`src/rtl/spart_rx_if.sv`:
```
// Bus-side view of the SPART receiver: held byte, status flags and the read acknowledge.
interface spart_rx_if;
  logic       clr_rda;
  logic [7:0] rec_buff;
  logic       RDA;
  logic       framing_err;
  logic       overrun;
  logic       rx_busy;

  // The receiver presents data and status; the bus interface acknowledges reads.
  modport slave (
    input  clr_rda,
    output rec_buff, RDA, framing_err, overrun, rx_busy
  );

  modport master (
    output clr_rda,
    input  rec_buff, RDA, framing_err, overrun, rx_busy
  );
endinterface

```
`src/rtl/spart_rx.sv`:
```
// SPART serial receiver: oversamples rxd on the baud tick and deframes 8N1 characters, LSB first.
// The last good byte is held with RDA, framing and overrun status until the bus reads it.
module spart_rx #(
  parameter int OVERSAMPLE = 16
) (
  input  logic        clk,
  input  logic        rst,
  input  logic        enable,
  input  logic        rxd,
  spart_rx_if.slave   bus
);

  localparam int CW = $clog2(OVERSAMPLE);
  localparam logic [CW-1:0] HALF_CNT = CW'(OVERSAMPLE / 2 - 1);
  localparam logic [CW-1:0] LAST_CNT = CW'(OVERSAMPLE - 1);

  typedef enum logic [1:0] {IDLE, START, DATA, STOP} state_t;

  state_t        state, next_state;
  logic          rxd_meta, rxd_s;
  logic [CW-1:0] sample_cnt;
  logic [2:0]    bit_cnt;
  logic [7:0]    shift_reg;

  logic          cnt_clr, bit_clr, shift_en, stop_sample;

  // NOTE: every clocked process uses non-blocking assignments so all flops see
  // pre-edge values; blocking here would make rxd_s follow rxd in one cycle.
  always_ff @(posedge clk) begin
    if (rst) begin
      rxd_meta <= 1'b1;
      rxd_s    <= 1'b1;
    end else begin
      rxd_meta <= rxd;
      rxd_s    <= rxd_meta;
    end
  end

  always_ff @(posedge clk) begin
    if (rst) state <= IDLE;
    else     state <= next_state;
  end

  // NOTE: all outputs of this block get a default first, so no path leaves a
  // signal unassigned and no latch is inferred.
  always_comb begin
    next_state  = state;
    cnt_clr     = 1'b0;
    bit_clr     = 1'b0;
    shift_en    = 1'b0;
    stop_sample = 1'b0;
    case (state)
      IDLE: begin
        if (enable && !rxd_s) begin
          next_state = START;
          cnt_clr    = 1'b1;
        end
      end
      START: begin
        if (enable && sample_cnt == HALF_CNT) begin
          // A start bit that is gone by mid-bit was a glitch, not a character.
          if (!rxd_s) begin
            next_state = DATA;
            cnt_clr    = 1'b1;
            bit_clr    = 1'b1;
          end else begin
            next_state = IDLE;
          end
        end
      end
      DATA: begin
        if (enable && sample_cnt == LAST_CNT) begin
          shift_en = 1'b1;
          if (bit_cnt == 3'd7) next_state = STOP;
        end
      end
      STOP: begin
        if (enable && sample_cnt == LAST_CNT) begin
          stop_sample = 1'b1;
          next_state  = IDLE;
        end
      end
      default: next_state = IDLE;
    endcase
  end

  always_ff @(posedge clk) begin
    if (rst) begin
      sample_cnt <= '0;
      bit_cnt    <= '0;
      shift_reg  <= '0;
    end else begin
      if (cnt_clr)
        sample_cnt <= '0;
      else if (enable && state != IDLE)
        sample_cnt <= sample_cnt + 1'b1;

      if (bit_clr)
        bit_cnt <= '0;
      else if (shift_en)
        bit_cnt <= bit_cnt + 1'b1;

      if (shift_en)
        shift_reg <= {rxd_s, shift_reg[7:1]};
    end
  end

  // Status: a good frame outranks a same-cycle read, and that read still
  // consumes the old byte, so no overrun is flagged in that case.
  always_ff @(posedge clk) begin
    if (rst) begin
      bus.rec_buff    <= 8'h00;
      bus.RDA         <= 1'b0;
      bus.framing_err <= 1'b0;
      bus.overrun     <= 1'b0;
    end else if (stop_sample && rxd_s) begin
      bus.rec_buff    <= shift_reg;
      bus.RDA         <= 1'b1;
      bus.framing_err <= 1'b0;
      if (bus.RDA && !bus.clr_rda) bus.overrun <= 1'b1;
      else if (bus.clr_rda)        bus.overrun <= 1'b0;
    end else begin
      if (stop_sample) bus.framing_err <= 1'b1;
      if (bus.clr_rda) begin
        bus.RDA     <= 1'b0;
        bus.overrun <= 1'b0;
      end
    end
  end

  assign bus.rx_busy = (state != IDLE);

endmodule

```
`src/flat_wrapper.sv`:
```
// flat-port wrapper written by rule: the top's interface ports become plain ports
module spart_rx_flat 
#(
  parameter int OVERSAMPLE = 16
)
  (clk, rst, enable, rxd, bus_clr_rda, bus_rec_buff, bus_RDA, bus_framing_err, bus_overrun, bus_rx_busy);
  spart_rx_if bus_i ();
  input  logic clk;
  input  logic rst;
  input  logic enable;
  input  logic rxd;
  input wire logic [$bits(bus_i.clr_rda)-1:0] bus_clr_rda;
  output wire logic [$bits(bus_i.rec_buff)-1:0] bus_rec_buff;
  output wire logic [$bits(bus_i.RDA)-1:0] bus_RDA;
  output wire logic [$bits(bus_i.framing_err)-1:0] bus_framing_err;
  output wire logic [$bits(bus_i.overrun)-1:0] bus_overrun;
  output wire logic [$bits(bus_i.rx_busy)-1:0] bus_rx_busy;
  assign bus_i.clr_rda = bus_clr_rda;
  assign bus_rec_buff = bus_i.rec_buff;
  assign bus_RDA = bus_i.RDA;
  assign bus_framing_err = bus_i.framing_err;
  assign bus_overrun = bus_i.overrun;
  assign bus_rx_busy = bus_i.rx_busy;
  spart_rx #(.OVERSAMPLE(OVERSAMPLE)) u_core (.clk(clk), .rst(rst), .enable(enable), .rxd(rxd), .bus(bus_i));
endmodule
```
`config.mk`:
```
export PLATFORM = sky130hd
export DESIGN_NAME = spart_rx_flat
export DESIGN_NICKNAME = d
export VERILOG_FILES = /design/src/rtl/spart_rx_if.sv /design/src/rtl/spart_rx.sv /design/src/flat_wrapper.sv
export SDC_FILE = /design/constraint.sdc
export NUM_CORES = 1
export LEC_CHECK = 0
export BUFFER_PORTS_ARGS = -buffer_cell sky130_fd_sc_hd__buf_2
export CAP_MARGIN = 20
export CORE_MARGIN = 2
export CORE_UTILIZATION = 40
export DETAILED_ROUTE_END_ITERATION = 12
export SLEW_MARGIN = 0
export SYNTH_ARGS = -nofsm -noshare
export SYNTH_HDL_FRONTEND = slang
export SYNTH_SLANG_ARGS = --single-unit
```
`constraint.sdc`:
```
create_clock -name clk -period 1.8 [get_ports clk]
set_input_delay 0.36 -clock clk [delete_from_list [all_inputs] [get_ports clk]]
set_output_delay 0.36 -clock clk [all_outputs]
set_load 0.03 [all_outputs]
```
# Word-level counts from Yosys, hierarchy flattened
# Cells that the tools add are included.
dict set report totals {
  regBits 30
  input_bits 5
  output_inout_bits 12
}
dict set report classes {
  n_addsub 2
  n_eq_ne 11
  n_mux 20
  reduce_logical 15
}
# cell count
set op_table {}
lappend op_table {{two-way mux 1 bit} 12}
lappend op_table {{two-way mux 2 bit} 6}
lappend op_table {{inequality test 2 x 1 -> 1 bit (second input constant)} 5}
lappend op_table {{case mux 2 bit (4 select lines)} 1}
lappend op_table {{logical AND 1 bit} 6}
lappend op_table {{OR reduction 2 bit} 3}
lappend op_table {{AND reduction 5 bit} 1}
lappend op_table {{adder 4 x 1 -> 4 bit (second input constant)} 1}
lappend op_table {{== test 2 bit (second input constant)} 2}
lappend op_table {{== test 4 x 3 -> 1 bit (second input constant)} 1}
lappend op_table {{== test 4 bit (second input constant)} 1}
lappend op_table {{nonzero test 2 bit} 2}
lappend op_table {{adder 3 x 1 -> 3 bit (second input constant)} 1}
lappend op_table {{== test 3 bit (second input constant)} 1}
lappend op_table {{== test 2 x 1 -> 1 bit (second input constant)} 1}
lappend op_table {{zero test 1 bit} 2}
lappend op_table {{zero test 2 bit} 1}
lappend op_table {{case mux 1 bit (2 select lines)} 1}

# Logic depth before layout (Yosys ltp)
# Gate-level depths: netlist of the first run.
dict set report logic_depth {
  depth_word 6
  depth_mapped 5
  depth_no_buf 4
}

# Worst setup path before layout of the first run
# OpenSTA, ideal clock, no wires.
dict set report synth_timing {
  kind {register to register}
  from {reg u_core.sample_cnt[0]}
  to {reg u_core.bus.rec_buff[0]}
  t_arrival_ns 1.268
  slack_ns 0.460
  stages_incl_launch_ff 5
  period_less_slack_ns 1.340
  cell_sequence {dfxtp_1 ha_1 nand4_2 nor2_4 mux2i_1}
}
dict set report synth_via {
  elab_chain_cells 5
}
# item line
set synth_rtl {}
lappend synth_rtl {{start, declared} spart_rx.sv:21} ;# logic [CW-1:0] sample_cnt;
lappend synth_rtl {{start signal, assigned} spart_rx.sv:96} ;# sample_cnt <= sample_cnt + 1'b1;
lappend synth_rtl {{== test 4 bit} spart_rx.sv:78} ;# if (enable && sample_cnt == LAST_CNT) begin
lappend synth_rtl {{logical AND 1 bit} spart_rx.sv:78}
lappend synth_rtl {{two-way mux 1 bit} spart_rx.sv:78}
lappend synth_rtl {{two-way mux 1 bit} spart_rx.sv:52} ;# case (state)
lappend synth_rtl {{logical AND 1 bit} spart_rx.sv:116} ;# end else if (stop_sample && rxd_s) begin
lappend synth_rtl {{end signal, assigned} spart_rx.sv:117} ;# bus.rec_buff <= shift_reg;
lappend synth_rtl {{end, declared} spart_rx_if.sv:13} ;# output rec_buff, RDA, framing_err, overrun, rx_busy
# No other way between the ends.
# A chain may end at the register's enable or synchronous reset.

# Final worst setup path of the first run
dict set report layout_timing {
  from {reg u_core.state[0]}
  to {out bus_rx_busy}
}
dict set report layout_via {
  elab_chain_cells 1
}
# item line
set layout_rtl {}
lappend layout_rtl {{start, declared} spart_rx.sv:19} ;# state_t state, next_state;
lappend layout_rtl {{start signal, assigned} spart_rx.sv:41} ;# else state <= next_state;
lappend layout_rtl {{nonzero test 2 bit} spart_rx.sv:131} ;# assign bus.rx_busy = (state != IDLE);
lappend layout_rtl {{end, declared} flat_wrapper.sv:17} ;# output wire logic [$bits(bus_i.rx_busy)-1:0] bus_rx_busy;
# No other way between the ends.

==> results.cfg, run 1 <==
[route]
routed_wl_um = 2450
initialDrtViolationCount = 29
vias_per_cell = 5.12
vias = 1065
post_drt_wl_per_cell_um = 11.8
ant_nets = 0
firstDrtPassIters = 4
drc_errors = 0

[place]
dp_hpwl_um = 1710
portBuffers = 16
gp_congestion = 0.783
dpl.cell_count = 200
place_area_sq_um = 1440
dp_slack_ns = 0.246

[synth]
yosysWarnings = 0
yosysSeqAreaShare_pct = 45.2
synth_edf_count = 0
synth_area_sq_um = 1330
ys_seq_elements = 30
synthDistinctLibCells = 33
synth_cells = 146
synth_ff_type = dfxtp_1
async_reset_ff_share_pct = 0
synth_area_leaders = dfxtp_1 45%, mux2i_1 6.8%, a21oi_1 5.3%, o21ai_0 4.9%, nand2_1 4.8%
syn-num-nets = 154
netlist.area_leader.share_pct = 45.2
yosys.area.top_type = dfxtp_1
avgSynthCellArea_sq_um = 9.11

[cts]
cts_sinks = 30
cts_root_buf = clkbuf_4
htreeDepth = 2
cts_buffer_depth = 2
clkSlewWorstSetupHoldPaths_ns = 0.10
numCtsBuffers = 5
cts_tree = done
holdBufCountCts = 0
clk_latency_ns = 0.33

[critical_path]
reg2regPathDepth = 4
path_class = reg2out
reg2reg_from = u_core.sample_cnt[0]
endpoint = bus_rx_busy
cp.arrival_ns = 1.27
cp-start-kind = flop
rr_endpoint = u_core.bus.rec_buff[6]
worstPathRequired_ns = 1.44
critPathCaptureType = output pin
startpoint = u_core.state[0]
rrSetupSlack_ns = 0.25
worstPathMaxFanout = 9

[floorplanning]
io_pins = 17
num_rows = 20
die_w_um = 61.7
die_height_um = 61.7
die_area_sq_um = 3800
core_sq_um = 3100
initial_core_util_pct = 42.9

[layout]
postLayoutCellArea_sq_um = 1520
final_common_cell = dfxtp_1
n_antenna_cell = 0
fillers = 321
instances_no_fill = 208
final_core_util_pct = 49.0
drive_gt1_share_pct = 25.0
syn_to_final_growth_pct = 14.2
final_cell_mix = 29 x dfxtp_1, 17 x nand2_1, 16 x buf_2, 14 x a21oi_1, 13 x o21ai_0
layout.nets = 171

[power_and_ir_drop]
power_density_nw_per_um2 = 813
max-vdd-ir-drop_mv = 0.410
leakage_nw = 0.562

[global_route]
grt_usage_pct = 15.4
grt_pass1_vias = 959
grt_max_degree = 19
overflow = 0
grt_first_pass_wirelength_um = 4240
antenna_found_initial = 0

[timing]
setup_viol_count_final = 0
finalHoldViolations = 0
fmaxAchievable_mhz = 615
rsz0062_at_grt = false
fin_ws_ns = 0.174
min_period_ns = 1.63
post-route-period-util_pct = 90.3
skew_ns = 0.00758
slew_headroom_pct = 73.4
drv_slew = 0
finalSetupTns_ns = 0
worst-slew-pin-transition_ns = 0.399

[hold_path]
hold_class = in2reg

[outcome]
status = completed

[job]
maxCapViolCount = 0
[power by group]
group	total, W	internal [W]	switching (W)	leakage (nW)
logic	0.0000372	0.0000146	0.0000226	0.275
clock network	0.000525	0.000288	0.000238	0.0450
registers	0.000673	0.000667	0.00000594	0.243
total	0.00123	0.000969	0.000266	0.562
[per-stage QoR]
stage	total power [W]	hold slack, ns
global route	0.00130	0.189
floorplan	0.000712	0.389
detailed placement	0.000726	0.403
finish	0.00123	0.212
global placement	0.000725	0.398
CTS	0.00125	0.200
[synth_stat cells, types with 4 or more instances]
library cell  count
a21oi_1          14
buf_2             5
dfxtp_1          30
mux2i_1           9
nand2_1          17
nand3_1          12
nor2_1            4
nor3_1            4
o21ai_0          13
or2_2             4
[repair_timing]
item                                    CTS  global route
resized for setup                         0             1
endpoints found under the setup margin    0             1
buffers inserted                          0             0
[cells by family after synthesis]
| family | count (synthesis) | share of synthesized area (%) |
|---|---|---|
| multiplexers | 9 | 6.77 |
| AND/OR/NAND/NOR | 52 | 20.6 |
| AO/OA/AOI/OAI | 37 | 18.3 |
| flip-flops | 30 | 45.2 |
| XOR/XNOR | 2 | 1.32 |
| buffers and inverters | 13 | 4.99 |
| adder cells (fa/ha/maj) | 3 | 2.82 |
[metal layers]
metal,global-route usage [%],up-vias,share of wire [%]
met2,23.8,22,44
met5,0,-,0
met1,19.4,491,50
li1,-,547,-
met3,5.67,5,4.7
met4,6.38,0,1.0
[cell type report]
class,instances,area [sq um],share of cell area (%)
inverters,3,11.3,0.741
clock buffers,5,37.5,2.47
clock inverters,3,40.0,2.64
repair buffers,20,110,7.25
flip-flops and latches,30,602,39.6
well taps,44,55.1,3.62
multi-input cells,103,663,43.7
[critical path, stage by stage (launching register included)]
cell,delay [ns]
dfxtp_1,0.44
or2_2,0.33
buf_2,0.18
[worst min path at each step]
stage | cells after the start | to | start
6_report | 2 | u_core.rxd_meta | rxd
5_1_grt | 2 | u_core.rxd_meta | rxd
4_1_cts | 2 | u_core.rxd_meta | rxd
3_5_place_dp | 1 | u_core.rxd_s | u_core.rxd_meta
3_3_place_gp | 1 | u_core.rxd_s | u_core.rxd_meta
2_1_floorplan | 1 | u_core.rxd_s | u_core.rxd_meta
No activity file was read; power rests on OpenSTA's default activity.
==> run 2, diff against run 1 <==
--- a/config.mk
+++ b/config.mk
@@ -5,11 +5,13 @@
 export SDC_FILE = /design/constraint.sdc
 export NUM_CORES = 1
 export LEC_CHECK = 0
+export ABC_AREA = 1
 export BUFFER_PORTS_ARGS = -buffer_cell sky130_fd_sc_hd__buf_2
 export CAP_MARGIN = 20
 export CORE_MARGIN = 2
 export CORE_UTILIZATION = 40
 export DETAILED_ROUTE_END_ITERATION = 12
+export SETUP_SLACK_MARGIN = 0.3
 export SLEW_MARGIN = 0
 export SYNTH_ARGS = -nofsm -noshare
 export SYNTH_HDL_FRONTEND = slang
==> results.cfg, run 2 <==
[critical_path]
worstPathMaxFanout = 6
rrSetupSlack_ns = 0.41
reg2reg_from = u_core.sample_cnt[0]
cpMaxStageDelayCell = dfxtp_2
endpoint = bus_rx_busy
cp.arrival_ns = 1.07
cp-start-kind = flop
worstPathRequired_ns = 1.44
startpoint = u_core.state[0]
critPathCaptureType = output pin
reg2regPathDepth = 10
critPathMaxStageDelay_ns = 0.37
path_class = reg2out
path_cells = nor2_4 -> inv_2 -> buf_2

[route]
vias = 1012
routed_wl_um = 2250
initialDrtViolationCount = 38
post_drt_wl_per_cell_um = 10.1
firstDrtPassIters = 3
vias_per_cell = 4.52
drc_errors = 0
ant_nets = 0

[synth]
yosysSeqAreaShare_pct = 47.7
synth_area_leaders = dfxtp_1 48%, nand2_1 8.3%, a21oi_1 6.8%, inv_1 5.4%, o21ai_2 4.2%
avgSynthCellArea_sq_um = 8.02
synth_cells = 157
netlist.area_leader.share_pct = 47.7
yosysWarnings = 0
synth_edf_count = 0
syn-num-nets = 165
synth_ff_type = dfxtp_1
async_reset_ff_share_pct = 0
ys_seq_elements = 30
yosys.area.top_type = dfxtp_1
synth_common_cells = 30 x dfxtp_1, 28 x nand2_1, 18 x inv_1
yosysMostFrequentCell = dfxtp_1
synth_area_sq_um = 1260
synthDistinctLibCells = 23

[outcome]
status = completed

[floorplanning]
die_height_um = 60.1
core_sq_um = 3030
num_rows = 20
die_area_sq_um = 3610
die_w_um = 60.1
initial_core_util_pct = 41.6
io_pins = 17

[layout]
drive_gt1_share_pct = 28.3
syn_to_final_growth_pct = 18.9
final_cell_mix = 27 x nand2_1, 27 x dfxtp_1, 18 x inv_1, 17 x a21oi_1, 16 x buf_2
postLayoutCellArea_sq_um = 1500
multi_input_area_sq_um = 574
n_antenna_cell = 0
seq_area_sq_um = 604
layout.nets = 188
fillers = 307

[cts]
numCtsBuffers = 5
cts_buffer_depth = 2
cts_tree = done
clkSlewWorstSetupHoldPaths_ns = 0.09
cts_root_buf = clkbuf_4
clk_latency_ns = 0.33
cts_sinks = 30
htreeDepth = 2

[global_route]
antenna_found_initial = 0
grt_max_degree = 18
grt_pass1_vias = 914
grt_usage_pct = 14.5
overflow = 0
grt_first_pass_wirelength_um = 3820

[power_and_ir_drop]
power_density_nw_per_um2 = 861
max-vdd-ir-drop_mv = 0.373
leakage_nw = 0.671

[hold_path]
hold_class = in2reg

[job]
maxCapViolCount = 0

[timing]
fmaxAchievable_mhz = 699
rsz0062_at_grt = false
finalHoldViolations = 0
post-route-period-util_pct = 79.5
skew_ns = 0.00886
min_period_ns = 1.43
setup_viol_count_final = 0
drv_slew = 0
finalSetupTns_ns = 0
slew_headroom_pct = 84.3
worst-slew-pin-transition_ns = 0.235

[place]
portBuffers = 16
place_area_sq_um = 1380
gp_congestion = 0.689
dp_hpwl_um = 1630
## run 2: cell count changes after synthesis, sizes merged, moves of 4 or more
cell	previous run	this run
inv	2	21
nand2	17	32
nor2	5	18
mux2i	9	0
buf	7	3
## run 2: repair_timing
item | in CTS | in global routing
setup buffers | 0 | 2
resized for setup | 2 | 5
setup endpoints to repair | 1 | 24
pin swaps | 0 | 2
hold buffers | 0 | 0
## run 2: kinds of logic (layout without fill, tap and decap cells)
group,count (synthesis),in the layout,synth area share (%)
adder cells (fa/ha/maj),3,3,2.98
flip-flops,30,30,47.7
buffers and inverters,24,47,7.95
AO/OA/AOI/OAI,32,32,14.5
XOR/XNOR,2,2,1.39
AND/OR/NAND/NOR,66,66,25.4
## run 2: final cells by class
cell class | instances | share of cell area, %
clock buffer | 6 | 3.43
clock inverter | 1 | 2.01
inverter | 21 | 5.27
multi-input combinational | 103 | 38.4
sequential | 30 | 40.4
tap | 44 | 3.68
timing repair buffer | 19 | 6.86
## run 2: through the flow
stage	setup slack (ns)	std cells	util, %	hold slack [ns]	power [W]
4_1_cts	0.357	222	48.5	0.211	0.00131
2_1_floorplan	0.535	157	-	0.389	0.000737
3_3_place_gp	0.419	215	45.6	0.398	0.000753
5_1_grt	0.295	224	49.4	0.201	0.00135
6_report	0.368	224	49.4	0.219	0.00129
3_5_place_dp	0.389	215	45.6	0.419	0.000755
## run 2: how the worst min path moves through the flow
stage / startpoint / to / slack, ns / cells after the start
finish: rxd / u_core.rxd_meta / 0.22 / 2
global route: rxd / u_core.rxd_meta / 0.20 / 2
CTS: rxd / u_core.rxd_meta / 0.21 / 2
detailed placement: u_core.rxd_meta / u_core.rxd_s / 0.42 / 1
global placement: u_core.rxd_meta / u_core.rxd_s / 0.40 / 1
floorplan: u_core.rxd_meta / u_core.rxd_s / 0.39 / 1
## run 2: worst max-delay path: cells and delay by family (launching register included)
kind	cells	cell delay [ns]
buffers and inverters	2	0.22
and+or+nand+nor	1	0.16
DFF	1	0.37
## run 2: power breakdown
group	switching, W	internal [W]
logic	0.0000403	0.0000227
registers	0.00000877	0.000671
clock network	0.000222	0.000323
## run 2: layer usage
layer / track usage (%) / share of wire (%) / vias up / routed length [um]
met5: 0 / 0 / - / 0
met4: 6.67 / 1.8 / 0 / 40
met3: 6.49 / 4.0 / 5 / 90
met2: 22.7 / 47 / 17 / 1060
met1: 16.9 / 47 / 446 / 1060
li1: - / - / 544 / -
==> run 3, diff against run 2 <==
==> constraint.sdc (replaced) <==
create_clock -name clk -period 1.3 [get_ports clk]
set_input_delay 0.26 -clock clk [delete_from_list [all_inputs] [get_ports clk]]
set_output_delay 0.26 -clock clk [all_outputs]
set_load 0.03 [all_outputs]
==> results.cfg, run 3 (same netlist as run 2, synthesis figures left out) <==
[floorplanning]
core_sq_um = 3030
num_rows = 20
die_area_sq_um = 3610
io_pins = 17
die_w_um = 60.1
initial_core_util_pct = 41.6
die_height_um = 60.1

[critical_path]
startpoint = u_core.sample_cnt[1]
rrSetupSlack_ns = -0.09
critPathCaptureType = flop
worstPathRequired_ns = 1.56
reg2regPathDepth = 8
rr_endpoint = u_core.bus.rec_buff[7]
cp.arrival_ns = 1.64
worstPathMaxFanout = 6
path_class = reg2reg
cp-start-kind = flop
endpoint = u_core.bus.rec_buff[7]
reg2reg_from = u_core.sample_cnt[1]

[timing]
setup_viol_count_final = 14
skew_ns = 0.00859
post-route-period-util_pct = 107
min_period_ns = 1.39
fmaxAchievable_mhz = 722
finalHoldViolations = 0
rsz0062_at_grt = true
drv_slew = 0
worst-slew-pin-transition_ns = 0.265
fin_ws_ns = -0.0855
slew_headroom_pct = 82.3

[place]
gp_congestion = 0.744
portBuffers = 16
place_area_sq_um = 1520
dp_hpwl_um = 1810
dp_slack_ns = -0.0399

[hold_path]
hold_class = in2reg

[outcome]
status = finished with violations
violations = negative setup slack

[layout]
final_core_util_pct = 63.5
postLayoutCellArea_sq_um = 1920
final_common_cell = buf_4
syn_to_final_growth_pct = 52.7
n_antenna_cell = 0
drive_gt1_share_pct = 54.9
layout.nets = 212
final_cell_mix = 25 x buf_4, 22 x nand2_1, 17 x inv_1, 15 x dfxtp_1, 14 x dfxtp_2

[cts]
cts_tree = done
clk_latency_ns = 0.33
cts_sinks = 30
numCtsBuffers = 5
htreeDepth = 2
cts_buffer_depth = 2
clkSlewWorstSetupHoldPaths_ns = 0.09
cts_root_buf = clkbuf_4

[global_route]
overflow = 0
antenna_found_initial = 0
grt_usage_pct = 17.0
grt_max_degree = 18
grt_pass1_vias = 1050
grt_first_pass_wirelength_um = 4510

[route]
ant_nets = 0
initialDrtViolationCount = 14
routed_wl_um = 2690
firstDrtPassIters = 4
drc_errors = 0
vias = 1125
vias_per_cell = 4.54
post_drt_wl_per_cell_um = 10.9

[job]
maxCapViolCount = 0

[power_and_ir_drop]
finalPower_w = 0.00183
leakage_nw = 0.819
max-vdd-ir-drop_mv = 0.825
power_density_nw_per_um2 = 954
-- run 3: area by class of cell --
cell class	instances	area (sq um)
Fill cell	264	1110
Multi-Input combinational cell	103	701
Sequential cell	30	622
Timing Repair Buffer	43	374
Inverter	21	88.8
Tap cell	44	55.1
Clock buffer	6	51.3
Clock inverter	1	30.0
-- run 3: per-layer routing --
metal	GRT usage, %	part of all wire (%)	up-vias
met3	6.49	3.9	5
li1	-	-	598
met5	0	0	-
met2	26.4	45	15
met1	21.2	50	507
met4	6.67	1.5	0
-- run 3: how the worst min path moves through the flow --
stage / start / to / slack (ns) / cells past startpoint
6_report: rxd / u_core.rxd_meta / 0.11 / 2
2_1_floorplan: rst / u_core.bus.rec_buff[6] / 0.33 / 1
4_1_cts: rxd / u_core.rxd_meta / 0.09 / 2
3_3_place_gp: u_core.rxd_meta / u_core.rxd_s / 0.41 / 1
5_1_grt: rxd / u_core.rxd_meta / 0.09 / 2
3_5_place_dp: u_core.rxd_meta / u_core.rxd_s / 0.41 / 1
-- run 3: stage by stage --
stage,TNS [ns],instances,hold slack [ns]
5_1_grt,-2.00,248,0.0878
2_1_floorplan,0,157,0.329
6_report,-0.674,248,0.110
3_5_place_dp,-0.179,219,0.410
3_3_place_gp,0,219,0.409
4_1_cts,0,240,0.0944
-- run 3: critical path, stage by stage, from the launching register on --
cell	delay, ns
dfxtp_2	0.36
ha_4	0.14
nand2_4	0.06
nor2_4	0.15
buf_6	0.12
nand2_4	0.06
nor2_8	0.19
nand2_1	0.09
a21oi_1	0.15
-- run 3: timing repair --
item,in CTS,in global routing
endpoints found under the setup margin,40,40
hold endpoints to repair,0,0
buffers inserted,14,8
resized for setup,45,12
pin swaps,9,5
hold buffers,0,0
-- run 3: power breakdown --
part	total (W)	switching, W	internal (W)
clock	0.000763	0.000315	0.000448
sequential	0.000942	0.0000128	0.000929
combinational	0.000129	0.0000722	0.0000567
